===== config.mk =====
export PLATFORM = sky130hd
export DESIGN_NAME = coherence_ctrl
export DESIGN_NICKNAME = d
export VERILOG_FILES = /design/src/rtl/coherence_ctrl.sv
export SDC_FILE = /design/constraint.sdc
export NUM_CORES = 1
export LEC_CHECK = 0
export ABC_AREA = 1
export CAP_MARGIN = 20
export CORE_AREA = 5 5 192 194
export DETAILED_ROUTE_END_ITERATION = 8
export DIE_AREA = 0 0 197 199
export SLEW_MARGIN = 0
export SYNTH_ARGS = -nofsm -noshare
export SYNTH_HDL_FRONTEND = slang
export SYNTH_SLANG_ARGS = --single-unit

===== constraint.sdc =====
create_clock -name CLK -period 1.45 [get_ports CLK]
set_input_delay 0.145 -clock CLK [delete_from_list [all_inputs] [get_ports CLK]]
set_output_delay 0.145 -clock CLK [all_outputs]
set_load 0.005 [all_outputs]

===== src/rtl/coherence_ctrl.sv =====
// coherence_ctrl: two-core MSI snoop sequencer and RAM arbiter for I/D cache traffic.
// Optional dirty-data forwarding to the requester: define COHERENCE_C2C_FWD_EN.
module coherence_ctrl #(
  parameter int         CPUS   = 2,
  parameter logic [1:0] ACCESS = 2'b10
) (
  input  logic                  CLK,
  input  logic                  nRST,
  input  logic [CPUS-1:0]       iREN,
  input  logic [CPUS-1:0][31:0] iaddr,
  output logic [CPUS-1:0]       iwait,
  output logic [CPUS-1:0][31:0] iload,
  input  logic [CPUS-1:0]       dREN,
  input  logic [CPUS-1:0]       dWEN,
  input  logic [CPUS-1:0][31:0] daddr,
  input  logic [CPUS-1:0][31:0] dstore,
  output logic [CPUS-1:0]       dwait,
  output logic [CPUS-1:0][31:0] dload,
  input  logic [CPUS-1:0]       cctrans,
  input  logic [CPUS-1:0]       ccwrite,
  output logic [CPUS-1:0]       ccwait,
  output logic [CPUS-1:0]       ccinv,
  output logic [CPUS-1:0][31:0] ccsnoopaddr,
  output logic                  ramREN,
  output logic                  ramWEN,
  output logic [31:0]           ramaddr,
  output logic [31:0]           ramstore,
  input  logic [31:0]           ramload,
  input  logic [1:0]            ramstate,
  output logic [3:0]            state_dbg
);

`ifdef COHERENCE_C2C_FWD_EN
  localparam bit FWD = 1'b1;
`else
  localparam bit FWD = 1'b0;
`endif

  typedef enum logic [3:0] {
    IDLE, ARB, SNOOP, SNRESP, C2C1, C2C2, MEMRD1, MEMRD2, WBACK, IFETCH
  } state_e;

  state_e      state_q, state_d;
  logic        core_q, core_d;   // requester r (coherence), or owner of WBACK/IFETCH
  logic [31:0] addr_q, addr_d;
  logic        wr_q, wr_d;
  logic        fill_q, fill_d;
  logic        dptr_q, dptr_d;
  logic        iptr_q, iptr_d;

  logic r, s, acc;
  logic cc_sel, wb_sel, if_sel;

  // Both requesting: the pointer decides; otherwise the lone requester wins.
  function automatic logic pick(input logic [1:0] req, input logic ptr);
    return (&req) ? ptr : req[1];
  endfunction

  assign r         = core_q;
  assign s         = ~core_q;
  assign acc       = (ramstate == ACCESS);
  assign cc_sel    = pick(cctrans, dptr_q);
  assign wb_sel    = pick(dWEN, dptr_q);
  assign if_sel    = pick(iREN, iptr_q);
  assign state_dbg = state_q;

  always_ff @(posedge CLK or negedge nRST) begin
    if (!nRST) begin
      state_q <= IDLE;
      core_q  <= 1'b0;
      addr_q  <= '0;
      wr_q    <= 1'b0;
      fill_q  <= 1'b0;
      dptr_q  <= 1'b0;
      iptr_q  <= 1'b0;
    end else begin
      state_q <= state_d;
      core_q  <= core_d;
      addr_q  <= addr_d;
      wr_q    <= wr_d;
      fill_q  <= fill_d;
      dptr_q  <= dptr_d;
      iptr_q  <= iptr_d;
    end
  end

  always_comb begin
    state_d     = state_q;
    core_d      = core_q;
    addr_d      = addr_q;
    wr_d        = wr_q;
    fill_d      = fill_q;
    dptr_d      = dptr_q;
    iptr_d      = iptr_q;
    iwait       = '1;
    dwait       = '1;
    iload       = '0;
    dload       = '0;
    ccwait      = '0;
    ccinv       = '0;
    ccsnoopaddr = '0;
    ramREN      = 1'b0;
    ramWEN      = 1'b0;
    ramaddr     = '0;
    ramstore    = '0;

    case (state_q)
      IDLE: begin
        if (|cctrans) begin
          state_d = ARB;
        end else if (|dWEN) begin
          core_d  = wb_sel;
          dptr_d  = ~dptr_q;
          state_d = WBACK;
        end else if (|iREN) begin
          core_d  = if_sel;
          iptr_d  = ~iptr_q;
          state_d = IFETCH;
        end
      end

      ARB: begin
        if (|cctrans) begin
          core_d  = cc_sel;
          addr_d  = daddr[cc_sel];
          wr_d    = ccwrite[cc_sel];
          fill_d  = dREN[cc_sel];
          dptr_d  = ~dptr_q;
          state_d = SNOOP;
        end else begin
          state_d = IDLE;
        end
      end

      SNOOP: begin
        ccwait[s]      = 1'b1;
        ccsnoopaddr[s] = addr_q;
        ccinv[s]       = wr_q;
        state_d        = SNRESP;
      end

      SNRESP: begin
        ccwait[s]      = 1'b1;
        ccsnoopaddr[s] = addr_q;
        ccinv[s]       = wr_q;
        if (cctrans[s]) begin
          ccinv[r] = 1'b1;
          if (ccwrite[s])  state_d = C2C1;
          else if (fill_q) state_d = MEMRD1;
          else             state_d = IDLE;
        end
      end

      // Dirty owner flushes its two words; the requester may take them on the fly.
      C2C1, C2C2: begin
        ccwait[s]      = 1'b1;
        ccsnoopaddr[s] = addr_q;
        ramWEN         = 1'b1;
        ramaddr        = daddr[s];
        ramstore       = dstore[s];
        if (acc) begin
          dwait[s] = 1'b0;
          if (FWD && fill_q) begin
            dwait[r] = 1'b0;
            dload[r] = dstore[s];
          end
          if (state_q == C2C1)      state_d = C2C2;
          else if (FWD || !fill_q)  state_d = IDLE;
          else                      state_d = MEMRD1;
        end
      end

      MEMRD1, MEMRD2: begin
        ramREN  = 1'b1;
        ramaddr = daddr[r];
        if (acc) begin
          dwait[r] = 1'b0;
          dload[r] = ramload;
          state_d  = (state_q == MEMRD1) ? MEMRD2 : IDLE;
        end
      end

      WBACK: begin
        if (dWEN[r]) begin
          ramWEN   = 1'b1;
          ramaddr  = daddr[r];
          ramstore = dstore[r];
          if (acc) dwait[r] = 1'b0;
        end else begin
          state_d = IDLE;
        end
      end

      IFETCH: begin
        ramREN  = 1'b1;
        ramaddr = iaddr[r];
        if (acc) begin
          iwait[r] = 1'b0;
          iload[r] = ramload;
          state_d  = IDLE;
        end
      end

      default: state_d = IDLE;
    endcase
  end

endmodule

# Yosys cells after proc, flatten, opt, wreduce, memory -nomap -nowiden
# Index checks and enable logic that the tools add are counted.
classes:
  magnitude_cmp: 5
  n_reduce_logical: 19
  bitwise_logic: 11
  n_eq_ne: 20
  n_mux: 75
ops:
  columns: ["op", "n"]
  rows:
  - ["32-bit two-way mux", 16]
  - ["64-bit two-way mux", 4]
  - ["64-bit bitwise AND", 2]
  - ["32-bit one-hot mux with 4 select lines", 1]
  - ["32-bit demux with 1-bit select", 2]
  - ["32-bit one-hot mux with 2 select lines", 1]
  - ["4-bit two-way mux", 9]
  - ["4-bit one-hot mux with 8 select lines", 1]
  - ["1-bit two-way mux", 24]
  - ["4-bit by 3-bit equality test with 1-bit output (second input constant)", 4]
  - ["2-bit inequality test (second input constant)", 8]
  - ["2-bit two-way mux", 7]
  - ["4-bit AND reduction", 3]
  - ["2-bit OR reduction", 5]
  - ["3-bit two-way mux", 3]
  - ["4-bit by 2-bit equality test with 1-bit output (second input constant)", 2]
  - ["4-bit equality test (second input constant)", 2]
  - ["2-bit AND reduction", 4]
  - ["1-bit by 2-bit < comparator with 1-bit output (second input constant)", 3]
  - ["1-bit one-hot mux with 2 select lines", 3]
  - ["2-bit one-hot mux with 3 select lines", 1]
  - ["6-bit AND reduction", 1]
  - ["1-bit inverter", 5]
  - ["4-bit by 1-bit equality test with 1-bit output (second input constant)", 1]
  - ["14 further kinds", 18]
word_totals:
  inputBits: 238
  reg_bits: 41
  wordCells: 137

# Depth between registers and ports, before layout
depth:
  word_depth: 9
  ltp_mapped: 10
  mapped_depth_nobuf: 9

# Least setup slack after synthesis
# Ideal clock, no wire load.
synth_timing:
  path_kind: "reg-to-output"
  start: "reg state_q[1], in the netlist state_dbg[1]"
  end: "out ramaddr[0]"
  t_required_ns: 1.305
  path_buffers: 2
  stages_incl_launch_ff: 10
  setup_slack_ns: 0.037
  t_arrival_ns: 1.268
  path_cell_list: "dfrtp_1 buf_2 nor2_1 nand2_1 nor2_4 inv_4 nand2_4 buf_6 nand2_1 nand3_1"
synth_via:
  elab_chain_len: 3
  word_cells_on_any_way: 9
synth_lines:
  columns: ["element", "line_no", "rtl"]
  rows:
  - ["start: declaration", "43", "state_e state_q, state_d;"]
  - ["start signal: assignment", "77", "state_q <= state_d;"]
  - ["4-bit by 3-bit equality test with 1-bit output", "107", "case (state_q)"]
  - ["2-bit OR reduction", "107", null]
  - ["32-bit one-hot mux with 4 select lines (*)", "107", null]
  - ["end: declaration", "26", "output logic [31:0] ramaddr,"]
# Mark *: on every way between the ends. The rest lies on a longest branch, timed or not.

# Final worst setup path
layout_timing:
  start: "reg core_q"
  end: "out ramaddr[29]"
layout_via:
  elab_chain_len: 4
  word_cells_on_any_way: 10
layout_lines:
  columns: ["element", "line_no", "rtl"]
  rows:
  - ["start: declaration", "44", "logic core_q, core_d;"]
  - ["start signal: assignment", "78", "core_q <= core_d;"]
  - ["32-bit two-way mux (not written as such) / 1-bit two-way mux (equally long branches) (2 in series)", "175, 186, 184", null]
  - ["32-bit two-way mux", "184", "if (dWEN[r]) begin"]
  - ["32-bit one-hot mux with 4 select lines (*)", "107", null]
# Mark *: on every way between the ends. The rest lies on a longest branch, timed or not. The select of a mux whose other input is x is not followed.

==> results.yml <==
outcome:
  outcome: "complete, but fails checks"
  violations: "setup timing"
floorplan:
  die-area_um2: 39200
  core-area_um2: 35100
  row_count: 69
  ioPinCount: 508
  die_y_um: 199
  die_x_um: 197
  initial_utilization_pct: 18.3
timing:
  fin_ws_ps: -609
  slew_headroom_pct: 69.8
  min_period_ps: 2060
  rsz0062_at_grt: "yes"
  tightest_slew_ps: 449
  drv_slew: 0
  finalSetupTns_ps: -149140
  hold_slack_ps: 218
  setup_viol_count_final: 311
  period_share_pct: 142
  finalHoldViolations: 0
  fmax_ghz: 0.486
  fin_skew_ps: 6.47
critical_path:
  r2r_start: "state_dbg[1]"
  crit_slowest_cell: "dfrtp_4"
  worst_setup_path_start_kind: "flip-flop"
  r2r-end: "addr_q[29]"
  worst-path-max-fanout: 5
  crit_family: "buffers and inverters"
  slowest_delay_ps: 540
  path_cells: "inv_6 -> nand2_2 -> nand2_2 -> nor2_4 -> inv_6 -> nand2_8 -> buf_12 -> buf_12 -> nand2_4 -> nand3_2 -> buf_2"
  crit_buf_inv: 5
  cp.arrival_ps: 1910
  rr_worst_depth: 12
  required_ps: 1310
  end_kind: "primary output"
  r2r_slack_ps: -460
  crit_type: "flip-flop to primary output"
clocking:
  clkSlewWorstSetupHoldPaths_ps: 80
  root_buffer: "clkbuf_16"
  cts_buffer_depth: 2
  clk_latency_ps: 300
  numCtsBuffers: 5
  cts_max_level: 2
  cts_tree: "done"
  clkSinkCount: 41
layout:
  final_common_cell: "nand2_1"
  nFillCells: 3398
  finalNonFillerCells: 2300
  post-route-util_pct: 46.2
  finalNetCount: 2075
  area_growth_pct: 152
  fin_area_um2: 16200
  multi_input_area_um2: 6350
  layout_common_cells: "344 x nand2_1, 240 x clkdlybuf4s50_1, 235 x buf_2"
  final-seq-area_um2: 1030
  drive_gt1_share_pct: 47.9
place:
  hpwl_mm: 29.7
  gp_congestion: 0.903
  post-place-cells: 2137
  place_area_um2: 12600
  io_buffers: 507
power_and_ir_drop:
  intPower_mw: 12.2
  pwr-share-comb_pct: 86.4
  seq_power_share_pct: 8.2
  power_per_cell_area_nw_per_um2: 1470
  p_sw_mw: 11.5
  p_sw_share_pct: 48.7
  peakVddDrop_mv: 1.11
  power.share.clock_pct: 5.3
  power_leakage_nw: 8.07
synthesis:
  synthArstFlopShare_pct: 100
  syn-num-nets: 1398
  synth_edf_count: 0
  yosysUniqueCellTypes: 28
  yosysWarningCount: 0
  synth_top_family_by_area: "simple AND/OR/NAND/NOR gates"
  synth_area_um2: 6430
  synth_ff_type: "dfrtp_1"
  ys_ff_latch: 41
  synth_fa_ha_area_share_pct: 0
  synth_top_cells_by_area: "nand2_1 23%, dfrtp_1 16%, nor2_1 10%, inv_1 6.7%, nor3_2 6.1%"
  synth_compound_area_share_pct: 15.7
  avgSynthCellArea_um2: 5.54
  synthXorXnorAreaFrac_pct: 0.273
  ys_seq_area_share_pct: 16.0
  yosys.area_share.simple_pct: 47.0
  yosys.area.top_type_share_pct: 23.1
  syn_inst: 1160
  synthMuxAreaShare_pct: 5.14
  yosys.area.top_type: "nand2_1"
routing:
  totalWireLength_mm: 48.5
  wl_met1_mm: 19.8
  wl_met3_mm: 3.99
  num_vias: 10800
  route.detailed.drc: 0
  drtAntennaViolNets: 0
  top_layer: "met5"
  wl_per_cell_um: 21.1
  wl_met2_mm: 23.3
  dr.pass1.iters: 5
  vias_per_cell: 4.70
  initialDrtViolationCount: 651
job:
  maxCapViolations: 0
global_routing:
  grt_overflow: 0
  track_usage_pct: 22.0
  antenna_found_initial: 2
  grt_max_degree: 47
  grt_pass1_vias: 10500
  grt_pass1_wl_mm: 65.9
min_path:
  holdCritPathClass: "primary input to asynchronous set/reset pin"
==> through the flow <==
step / setup WS, ps / total power, mW
detailed placement: -796 / 14.6
global route: -712 / 25.1
finish: -609 / 23.7
global placement: -823 / 14.4
floorplan: 37.2 / 8.22
CTS: -620 / 21.1
==> kinds of logic (layout without fill, tap and decap cells) <==
kind of cell	Yosys count	in the layout
xor+xnor	2	2
compound gates	176	176
other cells	0	1
flops	41	41
buf+inv	211	889
simple gates	697	697
mux	33	33
==> flip-flops by register name (all words and copies together), names as in the netlist <==
| name | count |
|---|---|
| state_dbg | 4 |
| addr_q | 32 |
| core_q | 1 |
| dptr_q | 1 |
| wr_q | 1 |
| fill_q | 1 |
| iptr_q | 1 |
==> routing by layer <==
metal	GRT usage, %	vias up
met5	0	-
met2	35.7	474
met4	6.70	2
met1	28.2	5165
met3	6.55	84
li1	-	5081
==> synth_stat cells (all sizes together) (2+ instances only) <==
cell,count
inv,122
nand3,43
nand2,404
buf,73
o21ai,106
xor2,2
o22ai,33
mux2i,33
nor3,65
dfrtp,41
clkbuf,16
o211ai,35
a21oi,2
nor2,182
==> layout make-up <==
type | count | area share, %
Sequential cell | 41 | 6.37
Multi-Input combinational cell | 908 | 39.3
Clock buffer | 6 | 0.859
Inverter | 122 | 3.05
Antenna cell | 1 | 0.0155
Clock inverter | 2 | 0.0851
Timing Repair Buffer | 759 | 46.8
Tap cell | 461 | 3.57
==> worst max-delay path by stage <==
stage                 start           end  slack, ps  depth (start not counted)
2_1_floorplan  state_dbg[1]    ramaddr[0]         40                          9
4_1_cts              core_q    ramaddr[1]       -620                         11
6_report             core_q   ramaddr[29]       -610                         11
3_5_place_dp        dWEN[0]   ramstore[8]       -800                          9
5_1_grt        state_dbg[1]  ramstore[15]       -710                          8
3_3_place_gp        dWEN[0]  ramstore[25]       -820                          9
==> timing repair <==
action,in CTS,in global routing
pin swaps,66,61
buffers inserted,96,37
hold buffers,1,0
gates cloned,34,7
setup endpoints to repair,310,311
hold endpoints to repair,41,0
gates resized for setup,1389,378
==> power by group through the flow <==
stage | Sequential [mW] | Combinational, mW | Clock [mW]
after floorplan | 1.88 | 6.34 | 0
after global placement | 1.93 | 12.5 | 0
after detailed placement | 1.94 | 12.6 | 0
after CTS | 1.94 | 17.9 | 1.30
after global routing | 2.02 | 21.7 | 1.34
final | 1.96 | 20.5 | 1.27
Note: power is estimated with default switching activity, not from simulation.
